===== config.mk =====
export PLATFORM = sky130hd
export DESIGN_NAME = stream_demux1_2_16b
export DESIGN_NICKNAME = d
export VERILOG_FILES = /design/src/rtl/stream_demux1_2_16b_slot.sv /design/src/rtl/stream_demux1_2_16b.sv
export SDC_FILE = /design/constraint.sdc
export NUM_CORES = 1
export LEC_CHECK = 0
export CAP_MARGIN = 25
export CORE_AREA = 2 2 64 66
export DETAILED_ROUTE_END_ITERATION = 10
export DIE_AREA = 0 0 66 68
export PLACE_DENSITY = 0.81
export SYNTH_ARGS = -nofsm -noshare
export SYNTH_HDL_FRONTEND = slang
export SYNTH_SLANG_ARGS = --single-unit
export TNS_END_PERCENT = 30

===== constraint.sdc =====
create_clock -name clk -period 1.5 [get_ports clk]
set_clock_uncertainty 0.15 [all_clocks]
set_input_delay 0.45 -clock clk [delete_from_list [all_inputs] [get_ports clk]]
set_output_delay 0.45 -clock clk [all_outputs]
set_load 0.02 [all_outputs]

===== src/rtl/stream_demux1_2_16b_slot.sv =====
// demux_slot_16b: one-entry holding register for one demux output channel.
// Ports: clk, rst (async high), i_load, i_data, i_ready -> o_valid, o_data.
//   i_load  : latch i_data this cycle (already qualified by accept + select)
//   i_ready : downstream consumer takes the held word this cycle
//   o_valid : slot FULL; o_data : held word (stale when o_valid=0)
module demux_slot_16b #(
    parameter int N = 16
) (
    input  logic         clk,
    input  logic         rst,
    input  logic         i_load,
    input  logic [N-1:0] i_data,
    input  logic         i_ready,
    output logic         o_valid,
    output logic [N-1:0] o_data
);

    logic         r_valid;
    logic [N-1:0] r_data;
    logic         w_drain;
    logic         w_valid_nxt;

    assign w_drain     = r_valid & i_ready;
    // A load in the same cycle as a drain refills the slot (full throughput).
    assign w_valid_nxt = i_load | (r_valid & ~w_drain);

    always_ff @(posedge clk or posedge rst) begin
        if (rst) begin
            r_valid <= 1'b0;
        end else begin
            r_valid <= w_valid_nxt;
        end
    end

    // Data only moves on load; a drained slot keeps its stale word.
    always_ff @(posedge clk or posedge rst) begin
        if (rst) begin
            r_data <= '0;
        end else if (i_load) begin
            r_data <= i_data;
        end
    end

    assign o_valid = r_valid;
    assign o_data  = r_data;

endmodule


===== src/rtl/stream_demux1_2_16b.sv =====
// stream_demux1_2_16b: registered 1-to-2 valid/ready stream demultiplexer.
// Ports: clk, rst (async high); InData/InSel/InValid -> InReady;
//   OutA/OutAValid <- OutAReady; OutB/OutBValid <- OutBReady.
//   InSel=0 routes to channel A, InSel=1 to channel B; one cycle latency.
module stream_demux1_2_16b #(
    parameter int N = 16
) (
    input  logic         clk,
    input  logic         rst,
    input  logic [N-1:0] InData,
    input  logic         InSel,
    input  logic         InValid,
    output logic         InReady,
    output logic [N-1:0] OutA,
    output logic         OutAValid,
    input  logic         OutAReady,
    output logic [N-1:0] OutB,
    output logic         OutBValid,
    input  logic         OutBReady
);

    logic w_ready_a;
    logic w_ready_b;
    logic w_accept;
    logic w_load_a;
    logic w_load_b;

    // Ready only looks at the selected channel: a stalled selected channel
    // blocks the input even if the other one is free (no reordering).
    assign w_ready_a = ~OutAValid | OutAReady;
    assign w_ready_b = ~OutBValid | OutBReady;
    assign InReady   = InSel ? w_ready_b : w_ready_a;

    assign w_accept = InValid & InReady;
    assign w_load_a = w_accept & ~InSel;
    assign w_load_b = w_accept &  InSel;

    demux_slot_16b #(.N(N)) u_slot_a (
        .clk     (clk),
        .rst     (rst),
        .i_load  (w_load_a),
        .i_data  (InData),
        .i_ready (OutAReady),
        .o_valid (OutAValid),
        .o_data  (OutA)
    );

    demux_slot_16b #(.N(N)) u_slot_b (
        .clk     (clk),
        .rst     (rst),
        .i_load  (w_load_b),
        .i_data  (InData),
        .i_ready (OutBReady),
        .o_valid (OutBValid),
        .o_data  (OutB)
    );

endmodule


==> out/results.txt <==
The first global-routing pass estimated 5260 microns of wire. The worst slack at placement came out at -0.871 ns. The tools report the number of pins with negative max-slew slack in the final report as 0.

The number of antenna diodes in the final layout is 0. The die is 68 microns tall. The cell count after synthesis was 79.

For the final setup violation count, the log shows 34. The tools report the worst-case headroom to the max-slew limit as 81.5%. At the end of routability-driven placement, the weighted congestion stood at 0.748.

In this design, the largest share of critical-path delay is due to flip-flops. Counting the fill cells in the layout gives 351. The H-tree was split into 2 levels.

The critical path goes through nor2b_4, a21oi_2, buf_6. The synthesized netlist contains 15 unique library cells. For the highest clock frequency the design can meet, the log shows 588 MHz.

For the finished layout, the period the worst path requires is 1.70 ns. TritonCTS built the clock tree. Across every metal layer, demand over resource in global routing totals 16.2%.

Pin placement for this block handled 57 I/O pins. Detailed placer's ending HPWL: 2490 microns. The total count of hold-check failures in the final report is 0, and the core outline area is 3860 sq um. After global routing the overflow that remains totals 0. The number of DRC markers after the initial detailed-route iteration was 14; the maximum fanout encountered on the critical timing path was 2. The worst setup path is launched from a flop.

The clock transition at the register clock pins on the worst setup and hold paths after CTS works out to 0.07 ns. The beginning of the worst register-to-register path was u_slot_b.o_valid. Compared with the post-synthesis result, the final layout area differs by 52.6%. After synthesis, the mean cell area works out to 17.3 sq um. The tools report the worst setup margin as -0.202 ns.

After detailed routing, the average wire length per cell comes to 15.9 microns. The clock passes through at most 2 buffers. Total number of clock tree sinks: 34. The number of cells on the worst hold path was 1. At the end of the flow the core is filled with cells to 54.2%. The maximum vdd ir drop is 0.795 mV.

The critical path data required time is 0.90 ns, and the via count normalized by instance count is 4.50. The number of buffers added to fix hold violations after cts is 0, and the setup slack of the most critical reg-to-reg path is -0.18 ns. At the worst endpoint, the arrival time is 1.10 ns. For the worst-skew pair, the clock arrives at the later sink with an insertion delay of 0.27 ns. The slew at the pin closest to its max-slew limit is 0.278 ns, and the quantity of I/O buffers inserted on ports is 56. For the final worst hold slack, the log shows 0.352 ns. The run finished, with violations left.

The kind of path behind the tightest hold check is flop to flop. The tools report the timing startpoint of the critical path as u_slot_b.o_valid. The overall die width is 66 microns. The run gives 0 as the count of antenna-violating nets left after detailed routing. The logs give 4 for the number of iterations in the first detailed-routing pass and 35.5% for the effective utilization at floorplan. The total wire length came out at 3280 microns. The worst setup path is captured at an output port. The ratio of cells with drive above 1 in the final layout came out at 62.2%. The floorplan has 23 rows. The delay contributed by the slowest stage of the critical path is 0.41 ns. The endpoint of the most critical setup path was InReady.

The total stage count of the critical path came out at 3. The critical path in this run is classified as flop to output port. The master cell of the clock root buffer was sky130_fd_sc_hd__clkbuf_8.

The number of clock buffers added by TritonCTS is 5. Leakage dissipation: 1.01 nW. In this run the power density over the cells is 1310 nW/um^2. The run gives 177 as the final net count.

Total buffers and inverters traversed by the critical path: 1. The checks that failed: negative setup slack. The number of global-route vias before repair was 1,037. The worst path uses 113% of the clock period.

The net count of the mapped netlist came out at 101. Yosys printed 0 warnings. Sequential elements use 62.2% of the synthesized area. The routed layout has 926 vias. The number of antenna violations at the first check in global routing was 0.

Highest-delay cell along the critical path: sky130_fd_sc_hd__dfrtp_2. Destination of the worst register-to-register timing path: u_slot_b.o_data[3]. For the area of the die, the log shows 4490 sq um. The synthesized netlist occupies a cell area of 1370 sq um. After synthesis the netlist holds a flip-flop and latch count of 34.

Measured in cells, the most critical reg-to-reg path has a length of 6. The post-route DRC violation count is 0, and the number of violations of the max-capacitance limit is 0. Setup repair after global routing could not meet its margin everywhere. Entering global routing, the biggest net connects 23 pins.
## sequential cells by signal, indices dropped and copies added (netlist names)
name,count
u_slot_a.o_data,16
u_slot_b.o_valid,1
u_slot_b.o_data,16
u_slot_a.o_valid,1
## worst reg2reg max path, stage by stage (launching register included)
cell and delay, ns:
sky130_fd_sc_hd__dfrtp_2 0.41, sky130_fd_sc_hd__nor2b_4 0.14, sky130_fd_sc_hd__buf_4 0.13, sky130_fd_sc_hd__buf_6 0.11, sky130_fd_sc_hd__nor2_4 0.16, sky130_fd_sc_hd__buf_12 0.17
sky130_fd_sc_hd__mux2_4 0.30
## kinds of logic after synthesis
family,synth area share [%]
muxes,29.1
buffers and inverters,2.83
and+or+nand+nor,5.21
AOI/OAI and AO/OA,0.731
DFF,62.2
## metrics by stage
stage	instances	TNS (ns)	instance area, sq um	power, mW
after floorplan	79	-0.0350	1370	1.62
after global placement	197	-19.30	2100	2.10
after detailed placement	197	-21.06	2100	2.13
after CTS	205	-2.31	2070	2.78
after global routing	206	-5.20	2090	2.88
final	206	-3.65	2090	2.75
## report_power, final
part / switching, mW / internal [mW]
logic: 0.410 / 0.402
clock network: 0.310 / 0.463
registers: 0.0801 / 1.08
total: 0.800 / 1.94
## layout by cell type (no fill, tap or decap), types with 2 or more instances in the layout
cell type / count
sky130_fd_sc_hd__clkbuf_8: 8
sky130_fd_sc_hd__mux2_2: 16
sky130_fd_sc_hd__dfrtp_1: 33
sky130_fd_sc_hd__inv_1: 2
sky130_fd_sc_hd__buf_6: 4
sky130_fd_sc_hd__buf_4: 11
sky130_fd_sc_hd__mux2_4: 16
sky130_fd_sc_hd__clkdlybuf4s50_1: 17
sky130_fd_sc_hd__buf_12: 2
sky130_fd_sc_hd__buf_2: 32
sky130_fd_sc_hd__dlygate4sd2_1: 4
## layer usage
layer	track usage (%)	part of all wire, %	wire length (microns)
met3	3.29	4.0	130
met2	31.6	56	1840
met1	17.1	39	1270
met5	0	0	0
met4	6.12	1.0	33
## worst min path at each step
stage | start | end | slack, ns
floorplan | InSel | u_slot_a.o_valid | 0.41
global placement | u_slot_a.o_data[0] | u_slot_a.o_data[0] | 0.34
detailed placement | u_slot_a.o_data[5] | u_slot_a.o_data[5] | 0.34
CTS | u_slot_a.o_data[6] | u_slot_a.o_data[6] | 0.35
global route | u_slot_a.o_data[5] | u_slot_a.o_data[5] | 0.37
finish | u_slot_a.o_data[6] | u_slot_a.o_data[6] | 0.35
## Yosys cell counts
library cell / number / area share (%)
sky130_fd_sc_hd__nand3b_4: 1 / 1.5
sky130_fd_sc_hd__dfrtp_1: 34 / 62
sky130_fd_sc_hd__nand2b_2: 1 / 0.64
sky130_fd_sc_hd__a21oi_1: 1 / 0.37
sky130_fd_sc_hd__buf_12: 1 / 1.5
sky130_fd_sc_hd__or2b_1: 1 / 0.55
sky130_fd_sc_hd__nor2_1: 1 / 0.27
sky130_fd_sc_hd__mux2_2: 22 / 18
sky130_fd_sc_hd__buf_6: 1 / 0.82
sky130_fd_sc_hd__nor2_4: 1 / 0.82
sky130_fd_sc_hd__nor2b_4: 1 / 1.0
sky130_fd_sc_hd__mux2_4: 10 / 11
sky130_fd_sc_hd__nand2_2: 1 / 0.46
sky130_fd_sc_hd__o21ai_0: 1 / 0.37
sky130_fd_sc_hd__inv_1: 2 / 0.55
## layout make-up
type                       instances  area, sq um  area share (%)
tap                               50         62.6            3.00
timing repair buffer              71          543            26.0
multi-input combinational         41          513            24.6
sequential                        34          852            40.8
clock buffer                       8          110            5.27
inverter                           2         7.51           0.359
## what timing repair did
action	CTS	global route
pin swaps	2	1
gates resized for setup	151	5
buffers inserted	0	1
endpoints found under the setup margin	67	35
No activity file was read; power rests on OpenSTA's default activity.
